### config.mk
export PLATFORM = sky130hd
export DESIGN_NAME = mem_stage
export DESIGN_NICKNAME = d
export VERILOG_FILES = /design/src/rtl/mem_stage.sv
export SDC_FILE = /design/constraint.sdc
export NUM_CORES = 1
export LEC_CHECK = 0
export BUFFER_PORTS_ARGS = -buffer_cell sky130_fd_sc_hd__buf_4
export CAP_MARGIN = 5
export CORE_ASPECT_RATIO = 0.9
export CORE_MARGIN = 1
export CORE_UTILIZATION = 40
export DETAILED_ROUTE_END_ITERATION = 16
export PLACE_DENSITY = 0.73
export SYNTH_ARGS = -nofsm -noshare
export SYNTH_HDL_FRONTEND = slang
export SYNTH_SLANG_ARGS = --single-unit
export TNS_END_PERCENT = 100
### constraint.sdc
create_clock -name clk -period 1.9 [get_ports clk]
set_clock_uncertainty 0.05 [all_clocks]
set_input_delay 0.095 -clock clk [delete_from_list [all_inputs] [get_ports clk]]
set_output_delay 0.095 -clock clk [all_outputs]
set_load 0.01 [all_outputs]
### src/rtl/mem_stage.sv
`default_nettype none
// ----------------------------------------------------------------------------
// mem_stage : MIPS32 memory-access stage (ready-handshaked data bus, load
// align/extend, store byte enables, registered writeback). Rev 1.0
// Optional: MEM_ALIGN_CHECK_EN traps misaligned half/word accesses in IDLE.
// ----------------------------------------------------------------------------
module mem_stage #(
  parameter int MAX_WAIT = 16
) (
  input  logic        clk,
  input  logic        rst,
  input  logic        valid_i,
  input  logic        mem_rd_i,
  input  logic        mem_wr_i,
  input  logic [1:0]  mem_size_i,
  input  logic        mem_sign_i,
  input  logic [31:0] addr_i,
  input  logic [31:0] wdata_i,
  input  logic [4:0]  wreg_addr_i,
  input  logic        reg_write_i,
  output logic        stall_o,
  output logic        dmem_req_o,
  output logic        dmem_we_o,
  output logic [31:0] dmem_addr_o,
  output logic [3:0]  dmem_be_o,
  output logic [31:0] dmem_wdata_o,
  input  logic        dmem_ready_i,
  input  logic [31:0] dmem_rdata_i,
  output logic        wb_valid_o,
  output logic        wb_reg_write_o,
  output logic [4:0]  wb_reg_addr_o,
  output logic [31:0] wb_data_o,
  output logic        exc_o,
  output logic [1:0]  exc_code_o,
  output logic [31:0] badaddr_o
);

  localparam logic [7:0] WAIT_LIM = 8'(MAX_WAIT);

  typedef enum logic [0:0] {
    IDLE = 1'b0,
    BUS  = 1'b1
  } state_t;

  state_t      state, state_nxt;
  logic [31:0] addr_q, wdata_q;
  logic [3:0]  be_q;
  logic        we_q, sign_q, regwr_q;
  logic [1:0]  size_q;
  logic [4:0]  wreg_q;
  logic [7:0]  cnt;

  logic        mem_op, misalign, timeout;
  logic [3:0]  be_new;
  logic [31:0] wdata_new, load_data, byte_sh, half_sh;

  assign mem_op  = valid_i & (mem_rd_i | mem_wr_i);
  assign timeout = (state == BUS) && (cnt == WAIT_LIM);

`ifdef MEM_ALIGN_CHECK_EN
  assign misalign = ((mem_size_i == 2'b01) & addr_i[0]) |
                    (mem_size_i[1] & (|addr_i[1:0]));
`else
  assign misalign = 1'b0;
`endif

  always_comb begin
    be_new    = 4'b1111;
    wdata_new = wdata_i;
    case (mem_size_i)
      2'b00: begin
        be_new    = 4'b0001 << addr_i[1:0];
        wdata_new = {4{wdata_i[7:0]}};
      end
      2'b01: begin
        be_new    = addr_i[1] ? 4'b1100 : 4'b0011;
        wdata_new = {2{wdata_i[15:0]}};
      end
      default: begin
        be_new    = 4'b1111;
        wdata_new = wdata_i;
      end
    endcase
  end

  always_comb begin
    byte_sh   = dmem_rdata_i >> {addr_q[1:0], 3'b000};
    half_sh   = dmem_rdata_i >> {addr_q[1], 4'b0000};
    load_data = dmem_rdata_i;
    case (size_q)
      2'b00:   load_data = {{24{sign_q & byte_sh[7]}}, byte_sh[7:0]};
      2'b01:   load_data = {{16{sign_q & half_sh[15]}}, half_sh[15:0]};
      default: load_data = dmem_rdata_i;
    endcase
  end

  always_ff @(posedge clk) begin
    if (rst) state <= IDLE;
    else     state <= state_nxt;
  end

  // Timeout cycle drops the request and releases the stall so EX/MEM advances.
  always_comb begin
    state_nxt    = state;
    stall_o      = 1'b0;
    dmem_req_o   = 1'b0;
    dmem_we_o    = 1'b0;
    dmem_addr_o  = {addr_q[31:2], 2'b00};
    dmem_be_o    = be_q;
    dmem_wdata_o = wdata_q;
    case (state)
      IDLE: begin
        stall_o = mem_op & ~misalign;
        if (mem_op && !misalign) state_nxt = BUS;
      end
      BUS: begin
        dmem_req_o = ~timeout;
        dmem_we_o  = ~timeout & we_q;
        stall_o    = ~timeout & ~dmem_ready_i;
        if (timeout || dmem_ready_i) state_nxt = IDLE;
      end
      default: state_nxt = IDLE;
    endcase
  end

  always_ff @(posedge clk) begin
    if (rst) begin
      addr_q         <= '0;
      wdata_q        <= '0;
      be_q           <= '0;
      we_q           <= 1'b0;
      sign_q         <= 1'b0;
      regwr_q        <= 1'b0;
      size_q         <= '0;
      wreg_q         <= '0;
      cnt            <= '0;
      wb_valid_o     <= 1'b0;
      wb_reg_write_o <= 1'b0;
      wb_reg_addr_o  <= '0;
      wb_data_o      <= '0;
      exc_o          <= 1'b0;
      exc_code_o     <= '0;
      badaddr_o      <= '0;
    end else begin
      case (state)
        IDLE: begin
          wb_reg_addr_o <= wreg_addr_i;
          wb_data_o     <= addr_i;
          exc_o         <= 1'b0;
          exc_code_o    <= 2'b00;
          badaddr_o     <= '0;
          if (mem_op && !misalign) begin
            addr_q         <= addr_i;
            wdata_q        <= wdata_new;
            be_q           <= be_new;
            we_q           <= mem_wr_i;
            sign_q         <= mem_sign_i;
            regwr_q        <= reg_write_i;
            size_q         <= mem_size_i;
            wreg_q         <= wreg_addr_i;
            cnt            <= '0;
            wb_valid_o     <= 1'b0;
            wb_reg_write_o <= 1'b0;
          end else if (mem_op) begin
            wb_valid_o     <= 1'b1;
            wb_reg_write_o <= 1'b0;
            exc_o          <= 1'b1;
            exc_code_o     <= mem_wr_i ? 2'b10 : 2'b01;
            badaddr_o      <= addr_i;
          end else begin
            wb_valid_o     <= valid_i;
            wb_reg_write_o <= reg_write_i;
          end
        end
        BUS: begin
          if (timeout) begin
            wb_valid_o     <= 1'b1;
            wb_reg_write_o <= 1'b0;
            wb_reg_addr_o  <= wreg_q;
            wb_data_o      <= addr_q;
            exc_o          <= 1'b1;
            exc_code_o     <= 2'b11;
            badaddr_o      <= addr_q;
          end else if (dmem_ready_i) begin
            wb_valid_o     <= 1'b1;
            wb_reg_write_o <= ~we_q & regwr_q;
            wb_reg_addr_o  <= wreg_q;
            wb_data_o      <= we_q ? addr_q : load_data;
          end else begin
            cnt <= cnt + 8'd1;
          end
        end
        default: ;
      endcase
    end
  end

endmodule
`default_nettype wire

== Word level (Yosys, flattened, before mapping) ==
Index checks and enable logic that the tools add are counted.
Widths: inputs -> output; s select.
Operators by class
  add/sub/neg operators: 1
  equal/unequal tests: 8
  shift operators: 3
  multiplexer cells: 35
  bitwise operators: 11
  reductions and logical operators: 6
Operators by type and width (number)
  $pmux 32 s2: 4
  $mux 32: 4
  $shr 32x5->16: 1
  $shr 32x5->8: 1
  $mux 8: 3
  $pmux 8 s2: 1
  $mux 1: 11
  $mux 5: 2
  $pmux 1 s2: 5
  $pmux 5 s2: 1
  $add 8x1->8 const B: 1
  $eq 8x5->1 const B: 1
  $pmux 4 s2: 1
  $and 1x1->1: 6
  $ne 2x2->1 const B: 3
  $eq 2x1->1 const B: 2
  $logic_not 2->1: 2
  $mux 4: 1
  $not 1->1: 4
  $pmux 2 s2: 1
  $shl 1x2->4 const A: 1
  $ne 3x2->1 const B: 1
  $reduce_and 3->1: 1
  $mux 2: 1
  other kinds (5): 5
Word-level totals
  bits in registers: 161
  bits of input ports: 111
  output and inout bits: 145
  word-level logic and storage cells: 81

== Longest topological paths before layout ==
Gate-level depths: netlist (run 1).
  word-level depth: 7
  gate-level depth with buffers: 9
  mapped depth without buffers: 7

== Least setup slack after synthesis (run 1) ==
No wires, ideal clock.
  path type: register -> register
  start: register cnt[0]
  end: register wb_data_o[29]
  library setup time: 0.080 ns
  data arrival time: 1.755 ns
  data required time: 1.770 ns
  setup slack: 0.015 ns
  stages on the path, launching flop included: 8
  path buffers: 1
  period minus slack after synthesis: 1.885 ns
  cell sequence: dfxtp_1 inv_1 ha_1 and4bb_2 a21oi_2 buf_2 o221ai_2 a211oi_2
Between the ends
  word-level cells in the longest chain between the ends: 4
  elaborated cells on any way between the ends: 5
  classes of those cells: 2 x eq/ne; 2 x mux; 1 x reduce/logical
Ends and longest elaborated chain
  start: declaration: line 51  | logic [7:0] cnt;
  start signal: assignment: line 190  | cnt <= cnt + 8'd1;
  $eq 8x5->1 *: line 58  | assign timeout = (state == BUS) && (cnt == WAIT_LIM);
  $logic_and 1x1->1 *: line 58
  $mux 32: line 176  | if (timeout) begin
  $pmux 32 s2: line 145  | case (state)
  end signal: assignment: line 148  | wb_data_o <= addr_i;
  end signal: assignment: line 180  | wb_data_o <= addr_q;
  end signal: assignment: line 188  | wb_data_o <= we_q ? addr_q : load_data;
  end: declaration: line 32  | output logic [31:0] wb_data_o,
Mark *: on every way between the ends. The rest lies on a longest branch, timed or not.
A chain may end at the register's enable or synchronous reset.

== Final worst setup path (run 1) ==
  start: register cnt[0]
  end: output port stall_o
Between the ends
  word-level cells in the longest chain between the ends: 5
Ends and longest elaborated chain
  $eq 8x5->1: line 58
  $logic_and 1x1->1: line 58
  $not 1->1: line 119  | stall_o = ~timeout & ~dmem_ready_i;
  $and 1x1->1: line 119
  $pmux 1 s2: line 111  | case (state)
  end: declaration: line 21  | output logic stall_o,
Every way passes these cells.

==> results of run 1 <==
how the worst min path moves through the flow:
stage	to	depth (start not counted)	from
floorplan	regwr_q$_SDFFE_PP0P_	2	reg_write_i
global placement	wreg_q[0]$_SDFFE_PP0P_	3	wreg_addr_i[0]
detailed placement	addr_q[28]$_SDFFE_PP0P_	3	addr_i[28]
CTS	dmem_wdata_o[19]$_SDFFE_PP0P_	3	wdata_i[19]
global route	dmem_wdata_o[19]$_SDFFE_PP0P_	3	wdata_i[19]
finish	dmem_wdata_o[19]$_SDFFE_PP0P_	3	wdata_i[19]
routing by layer:
layer / routed length, um / vias to the layer above / part of all wire
li1: - / 3799 / -
met4: 841 / 2 / 0.031
met3: 2320 / 62 / 0.086
met1: 11000 / 3820 / 0.41
met5: 10 / - / 0.00037
met2: 12800 / 387 / 0.48
report_power, final:
part / switching (mW) / internal [mW]
logic: 0.840 / 0.824
registers: 0.156 / 3.52
clock network: 1.56 / 2.13
total: 2.55 / 6.48
state kept, by name (all words and copies together), names as in the netlist:
name and cells:
addr_q 32, badaddr_o 32, cnt 8, dmem_be_o 4
dmem_wdata_o 32, exc_code_o 1, regwr_q 1, sign_q 1
size_q 2, state 1, wb_data_o 32, wb_reg_addr_o 5
wb_reg_write_o 1, wb_valid_o 1, we_q 1, wreg_q 5
layout make-up:
class	instances	area, sq um
Fill cell	1550	7080
Multi-Input combinational cell	650	3810
Timing Repair Buffer	389	3310
Sequential cell	159	3190
Clock buffer	18	429
Tap cell	245	307
Clock inverter	14	198
Inverter	10	37.5
worst min-delay path: cells and delay by family:
| family | cells | cell delay (ns) |
|---|---|---|
| AO/OA/AOI/OAI | 1 | 0.09 |
| multiplexers | 1 | 0.14 |
| buffers and inverters | 1 | 0.12 |
cells in the final DEF (no fill, tap or decap), drive strengths merged, types with 2 or more instances in the layout:
cell,Yosys,layout
a211oi,40,40
bufbuf,0,2
nand3,3,3
a21boi,2,2
nand4bb,2,2
o21a,2,2
nor4,7,7
o221ai,21,21
nor2,89,89
nor2b,5,5
mux2i,28,28
clkinv,0,2
ha,2,2
a21oi,122,122
o21ai,23,23
buf,53,317
dlygate4sd3,0,70
inv,10,18
a2bb2oi,7,7
o22ai,3,3
a31oi,2,2
xor2,6,6
nor3,9,9
a311oi,8,8
and3,3,3
o31ai,3,3
nand2b,6,6
bufinv,0,3
dfxtp,159,159
clkbuf,54,18
and2,15,15
nand2,205,205
conb,1,2
a221oi,13,13
a21o,6,6
cell families after synthesis:
group                    count (synthesis)  share of synthesized area
AO/OA/AOI/OAI                          261                      0.244
XOR/XNOR                                 6                    0.00704
adder cells (fa/ha/maj)                  2                    0.00335
buffers and inverters                  117                     0.0804
flip-flops                             159                      0.426
multiplexers                            29                     0.0395
other                                    1                   0.000502
AND/OR/NAND/NOR                        350                      0.199
per-stage QoR:
stage          setup WS (ns)  utilization  std cells  instance area (sq um)  power (mW)
4_1_cts              -0.0499        0.609       1480                  11200        9.03
5_1_grt              -0.0699        0.614       1485                  11300        9.37
6_report             -0.0214        0.614       1485                  11300        9.03
3_5_place_dp          -0.492        0.523       1365                   9600        5.21
3_3_place_gp          -0.434        0.523       1365                   9600        5.19
2_1_floorplan         0.0145            -        926                   7470        4.49
timing repair:
item,in CTS,in global routing
hold buffers,70,0
setup buffers,11,5
hold endpoints to repair,102,0
endpoints found under the setup margin,32,22
gates cloned,2,0
pin swaps,5,2
resized for setup,23,14
==> results.toml, run 1 <==
[clock_network]
clkTransAtPathRegs_ns = 0.07
numCtsBuffers = 17
htree_levels = 4
root_buffer = "clkbuf_16"
cts_tree = "built"
cts_max_path_buffers = 2
insertion_delay_ns = 0.42
cts.sinks = 159

[critical_path]
max_stage_delay_ns = 0.34
reg2reg_depth = 8
worstReg2RegEnd = "wb_data_o[8]$_SDFFE_PP0P_"
worstPathRequired_ns = 1.75
crit_path_start_kind = "flip-flop"
worstReg2RegStart = "cnt[0]$_SDFFE_PP0P_"
critPathSlowestCell = "dfxtp_2"
worstPathArrival_ns = 1.78
cp_max_fo = 3
path_class = "reg2out"
crit_chain = "inv_2 > ha_4 > and4bb_4 > buf_6 > a21boi_4 > buf_6 > nor2_4 > inv_2 > buf_6"
path_depth = 9
path_common_cell = "buf_6"
crit_start = "cnt[0]$_SDFFE_PP0P_"
cp_num_buf_inv = 5
crit_path_end = "stall_o"
worstSetupEndpointType = "output port"
critPathTopFamily = "buffers and inverters"
reg2reg_slack_ns = 0.02

[yosys]
synth_area_sq_um = 7470
synth_top_cell_by_area = "dfxtp_1"
ys_ff_latch = 159
synth-seq-area-share = 0.426
synthCells = 925
async_flop_share = 0
yosys_warnings = 0
yosys-top-cells-area = "dfxtp_1, nand2_1, a21oi_1"
synthFlopType = "dfxtp_1"
synth_edf_count = 0
synth_top_area_frac = 0.426
yosysUniqueCellTypes = 58
avgSynthCellArea_sq_um = 8.07
synth_common_cells = "nand2_1, dfxtp_1, a21oi_1"
yosysMostFrequentCell = "nand2_1"

[place]
dp_hpwl_um = 17900
gp_congestion = 0.889
io_buffers = 253

[global_routing]
use_met2 = 0.457
met3_usage = 0.0712
grt_pass1_vias = 7782
busiest_layer = "met2"
grt_usage = 0.276
grt_overflow = 0
grt_pass1_wl_um = 41500
grt_antenna_before_repair = 1
grt_max_degree = 55
use_met1 = 0.338

[pwr]
ir_drop_v = 0.000627
p_per_area_nw_per_um2 = 801
p_leak_nw = 4.72

[timing]
hold_viol = 0
rsz0062_at_grt = "yes"
slew_viol_final = 0
finalSetupTns_ns = -0.0214
maxSlewHeadroom = 0.595
setup_viol = 1
period_share = 1.01
worstMarginPinSlew_ns = 0.606
period_minus_slack_ns = 1.92
fmax_ghz = 0.520
layout_setup_ws_ns = -0.0214
hold_slack_ns = 0.0240

[floorplanning]
start_util = 0.407
die_h_um = 132
die_width_um = 146
die-area_sq_um = 19200
coreArea_sq_um = 18300
rows = 47
ioPinCount = 256

[layout]
antenna_cells = 0
synthToLayoutAreaGrowth_pct = 51.0
final_nets = 1340
drive_gt1_frac = 0.323

[detailed_routing]
remaining_drc_errors = 0
finalWirelength_um = 26900
wl_per_cell_um = 18.1
drt-initial-drc-count = 673
via_count = 8070
viasPerCell = 5.43
ant_nets = 0
firstDrtPassIters = 7

[run_status]
violations = "negative setup slack"
status = "complete, but fails checks"

[flow_run]
cap_violations = 0

[hold_path]
hold_path_class = "in2reg"
Note: power is estimated with default switching activity, not from simulation.
==> run 2, diff against run 1 <==
CTS_BUF_LIST = sky130_fd_sc_hd__clkbuf_16   (was not set)
SETUP_SLACK_MARGIN = 0.3   (was not set)
==> run 2 against run 1 <==
- the run still ends with negative setup slack left
- power decreased by 2.8%
- final cell count up 2.1%
- sequential share of layout area decreased by 1.8 points
- sequential power barely moved
- sequential cell count is the same
- core utilization up 4.3 points
- clock power decreased by 11%
- highest routed layer is now met4
==> results.toml, run 2 (synthesis results as in run 1) <==
[run_status]
status = "complete, but fails checks"
violations = "negative setup slack"

[detailed_routing]
drt-met1-wl_um = 11600
wl_met2_um = 13400
viasPerCell = 5.42
via_count = 8219
top_layer = "met4"
wl_per_cell_um = 18.6
finalWirelength_um = 28300
ant_nets = 0
route.met3.wl_um = 2350
drt-initial-drc-count = 601
remaining_drc_errors = 0
firstDrtPassIters = 6

[timing]
period_share = 1.02
period_minus_slack_ns = 1.94
fmax_ghz = 0.515
setup_viol = 15
layout_setup_ws_ns = -0.0399
hold_viol = 0
worstMarginPinSlew_ns = 0.506
slew_viol_final = 0
rsz0062_at_grt = "yes"
maxSlewHeadroom = 0.662

[layout]
final_nets = 1371
synthToLayoutAreaGrowth_pct = 61.4
antenna_cells = 0
multi_input_area_sq_um = 4210
fin_util = 0.657
seq_area_sq_um = 3200
fill_cells = 1459
final_cell_mix = "buf_4, nand2_1, dfxtp_1, a21oi_1, nor2_1"
final_common_cell = "buf_4"
drive_gt1_frac = 0.388
final_cells = 1516

[critical_path]
worstSetupEndpointType = "output port"
reg2reg_slack_ns = -0.03
worstPathRequired_ns = 1.75
worstReg2RegEnd = "wb_data_o[28]$_SDFFE_PP0P_"
cp_max_fo = 3
reg2reg_depth = 10
worstPathArrival_ns = 1.79
worstReg2RegStart = "cnt[1]$_SDFFE_PP0P_"
path_class = "reg2out"
crit_path_start_kind = "flip-flop"

[global_routing]
grt_pass1_wl_um = 42600
grt_max_degree = 49
grt_overflow = 0
grt_pass1_vias = 7774
grt_antenna_before_repair = 0
grt_usage = 0.284

[floorplanning]
die_h_um = 132
ioPinCount = 256
start_util = 0.407
die-area_sq_um = 19200
coreArea_sq_um = 18300
die_width_um = 146
rows = 47

[pwr]
fin_total_pwr_mw = 8.78
ir_drop_v = 0.000633
p_per_area_nw_per_um2 = 728
p_leak_nw = 5.02

[hold_path]
hold_start = "mem_size_i[0]"
whs_endpoint = "size_q[0]$_SDFFE_PP0P_"
hold_path_class = "in2reg"
hold_depth = 3

[clock_network]
root_buffer = "clkbuf_16"
numCtsBuffers = 17
insertion_delay_ns = 0.43
cts_max_path_buffers = 2
clkTransAtPathRegs_ns = 0.06
cts.sinks = 159
cts_tree = "built"
htree_levels = 4

[place]
dp_hpwl_um = 18000
io_buffers = 253
dpl.cell_count = 1365
gp_congestion = 0.903

[flow_run]
cap_violations = 0
run 2: worst max path at each step:
stage,from,to,slack [ns],depth (start not counted)
2_1_floorplan,cnt[0]$_SDFFE_PP0P_,wb_data_o[25]$_SDFFE_PP0P_,0.20,8
3_3_place_gp,cnt[1]$_SDFFE_PP0P_,wb_data_o[25]$_SDFFE_PP0P_,0.06,8
3_5_place_dp,cnt[1]$_SDFFE_PP0P_,wb_data_o[23]$_SDFFE_PP0P_,-0.02,8
4_1_cts,cnt[1]$_SDFFE_PP0P_,wb_data_o[8]$_SDFFE_PP0P_,-0.001,8
5_1_grt,cnt[1]$_SDFFE_PP0P_,dmem_we_o,-0.09,8
6_report,cnt[1]$_SDFFE_PP0P_,dmem_we_o,-0.04,8
run 2: worst max-delay path, cell delays in order, from the launching register on:
cell	delay (ns)
dfxtp_2	0.32
inv_2	0.06
ha_4	0.13
and4bb_4	0.26
buf_4	0.12
nand2_4	0.05
buf_12	0.12
and3_4	0.18
buf_6	0.12
run 2: area by class of cell:
type	count	area share
clock buffers	17	0.0353
clock inverters	15	0.0103
inverters	10	0.00343
multi-input cells	650	0.349
flip-flops and latches	159	0.265
well taps	245	0.0254
repair buffers	420	0.311
run 2: timing repair:
item,in CTS,in global routing
buffers inserted,20,16
gates cloned,5,2
hold buffers,76,0
hold endpoints to repair,99,0
pin swaps,22,28
gates resized for setup,79,73
endpoints found under the setup margin,76,141
run 2: through the flow:
| step | hold slack, ns | area [sq um] | setup TNS [ns] | worst slack (ns) |
|---|---|---|---|---|
| 2_1_floorplan | 0.181 | 7530 | 0 | 0.201 |
| 3_3_place_gp | 0.277 | 9630 | 0 | 0.0559 |
| 3_5_place_dp | 0.284 | 9630 | -0.0276 | -0.0223 |
| 4_1_cts | 0.00619 | 11600 | -0.00143 | -0.00143 |
| 5_1_grt | 0.0116 | 12100 | -1.53 | -0.0935 |
| 6_report | 0.0254 | 12100 | -0.301 | -0.0399 |
run 2: where the power goes:
part	internal, mW	switching, mW	total [mW]	leakage, nW
combinational	0.911	0.913	1.82	3.44
sequential	3.52	0.169	3.69	1.31
clock	1.79	1.47	3.27	0.265
total	6.22	2.56	8.78	5.02
run 2: per-layer routing:
metal	GRT usage	up-vias
met5	0	-
met4	0.128	0
li1	-	3860
met3	0.0729	58
met2	0.458	395
met1	0.357	3906
==> run 3, diff against run 2 <==
SKIP_CTS_REPAIR_TIMING = 1   (was not set)
==> run 3 against run 2 <==
- largest cell class unchanged
- clock power about the same
- the flow finishes with violations (negative hold slack, negative setup slack)
- critical path depth shrank 1
- power fell by 0.82%
- sequential power is essentially flat
- final cell count decreased by 1.5%
==> results.toml, run 3 (synthesis results as in run 1) <==
[timing]
rsz0062_at_grt = "yes"
setup_viol = 1
period_share = 1.01
period_minus_slack_ns = 1.92
hold_slack_ns = -0.0332
slew_viol_final = 0
hold_viol = 11
fmax_ghz = 0.521
layout_setup_ws_ns = -0.0180

[global_routing]
grt_pass1_wl_um = 38300
grt_max_degree = 49
grt_antenna_before_repair = 0
grt_pass1_vias = 6957
grt_usage = 0.254
grt_overflow = 0

[critical_path]
crit_chain = "inv_2 > ha_4 > and4bb_4 > nand2_4 > buf_12 > and3_4 > buf_6"
critPathSlowestCell = "dfxtp_2"
worstPathRequired_ns = 1.75
path_class = "reg2out"
max_stage_delay_ns = 0.34
crit_path_start_kind = "flip-flop"
cp_max_fo = 4
reg2reg_slack_ns = 0.02
worstSetupEndpointType = "output port"
worstPathArrival_ns = 1.77

[clock_network]
clkTransAtPathRegs_ns = 0.06
cts_tree = "built"
cts_max_path_buffers = 2
insertion_delay_ns = 0.43
numCtsBuffers = 17
root_buffer = "clkbuf_16"
htree_levels = 4
cts.sinks = 159

[detailed_routing]
firstDrtPassIters = 5
drt-initial-drc-count = 508
via_count = 7969
ant_nets = 0
wl_per_cell_um = 18.0
finalWirelength_um = 26800
viasPerCell = 5.34
remaining_drc_errors = 0

[pwr]
ir_drop_v = 0.000668
p_leak_nw = 4.77
p_per_area_nw_per_um2 = 749

[layout]
fill_cells = 1546
fin_util = 0.633
final_cell_mix = "buf_4, nand2_1, dfxtp_1, a21oi_1, nor2_1"
drive_gt1_frac = 0.370
multi_input_area_sq_um = 4140
stdcell_area_sq_um = 11600
synthToLayoutAreaGrowth_pct = 55.6
final_nets = 1348
seq_area_sq_um = 3200
antenna_cells = 0
final_common_cell = "buf_4"

[floorplanning]
start_util = 0.407
ioPinCount = 256
coreArea_sq_um = 18300
die-area_sq_um = 19200
die_h_um = 132
rows = 47
die_width_um = 146

[place]
dp_hpwl_um = 18000
place_area_sq_um = 9630
gp_congestion = 0.903
io_buffers = 253

[run_status]
violations = "negative hold slack, negative setup slack"
status = "complete, but fails checks"

[hold_path]
hold_path_class = "in2reg"

[flow_run]
cap_violations = 0
run 3: cell count changes in the layout (fill, tap and decap cells not counted), moves of 4 or more:
cell	change
a21oi_1	+8
nor2_1	+5
dlygate4sd3_1	-13
a211oi_2	-4
a21oi_2	-9
o221ai_1	-4
buf_12	-5
buf_16	-4
a211oi_1	+4
run 3: worst paths after layout:
check,startpoint,end,cells after the start
worst max-delay path,cnt[1]$_SDFFE_PP0P_,dmem_we_o,7
worst min-delay path,wdata_i[23],dmem_wdata_o[23]$_SDFFE_PP0P_,3
worst max register to register,cnt[1]$_SDFFE_PP0P_,wb_data_o[7]$_SDFFE_PP0P_,8
worst min register to register,badaddr_o[25]$_SDFFE_PP0N_,badaddr_o[25]$_SDFFE_PP0N_,2
run 3: cell type report:
class                      instances  area share
multi-input combinational        650       0.356
timing repair buffer             397       0.291
tap                              245      0.0264
inverter                          10     0.00355
sequential                       159       0.275
clock buffer                      17      0.0366
clock inverter                    15      0.0107
run 3: per-layer routing:
layer | vias to the layer above | part of all wire | track usage
met5 | - | 0 | 0
met2 | 347 | 0.47 | 0.393
met4 | 0 | 0.031 | 0.113
met1 | 3751 | 0.42 | 0.328
met3 | 69 | 0.077 | 0.0726
li1 | 3802 | - | -
run 3: power by group:
| part | internal [mW] | leakage [nW] | total (mW) | switching [mW] |
|---|---|---|---|---|
| clock network | 1.79 | 0.265 | 3.25 | 1.46 |
| registers | 3.52 | 1.31 | 3.68 | 0.159 |
| logic | 0.888 | 3.20 | 1.78 | 0.893 |
| total | 6.20 | 4.77 | 8.71 | 2.51 |
run 3: through the flow:
stage	cells	setup WS, ns	power, mW	setup TNS (ns)
global route	1493	-0.0606	9.04	-0.208
global placement	1365	0.0559	5.19	0
CTS	1397	-0.287	8.44	-0.851
finish	1493	-0.0180	8.71	-0.0180
floorplan	926	0.201	4.50	0
detailed placement	1365	-0.0223	5.21	-0.0276
run 3: worst max-delay path, delay by kind of cell (launching register included):
family	cells	cell delay (ns)
simple gates	3	0.57
flops	1	0.34
fa+ha+maj	1	0.13
buf+inv	3	0.31
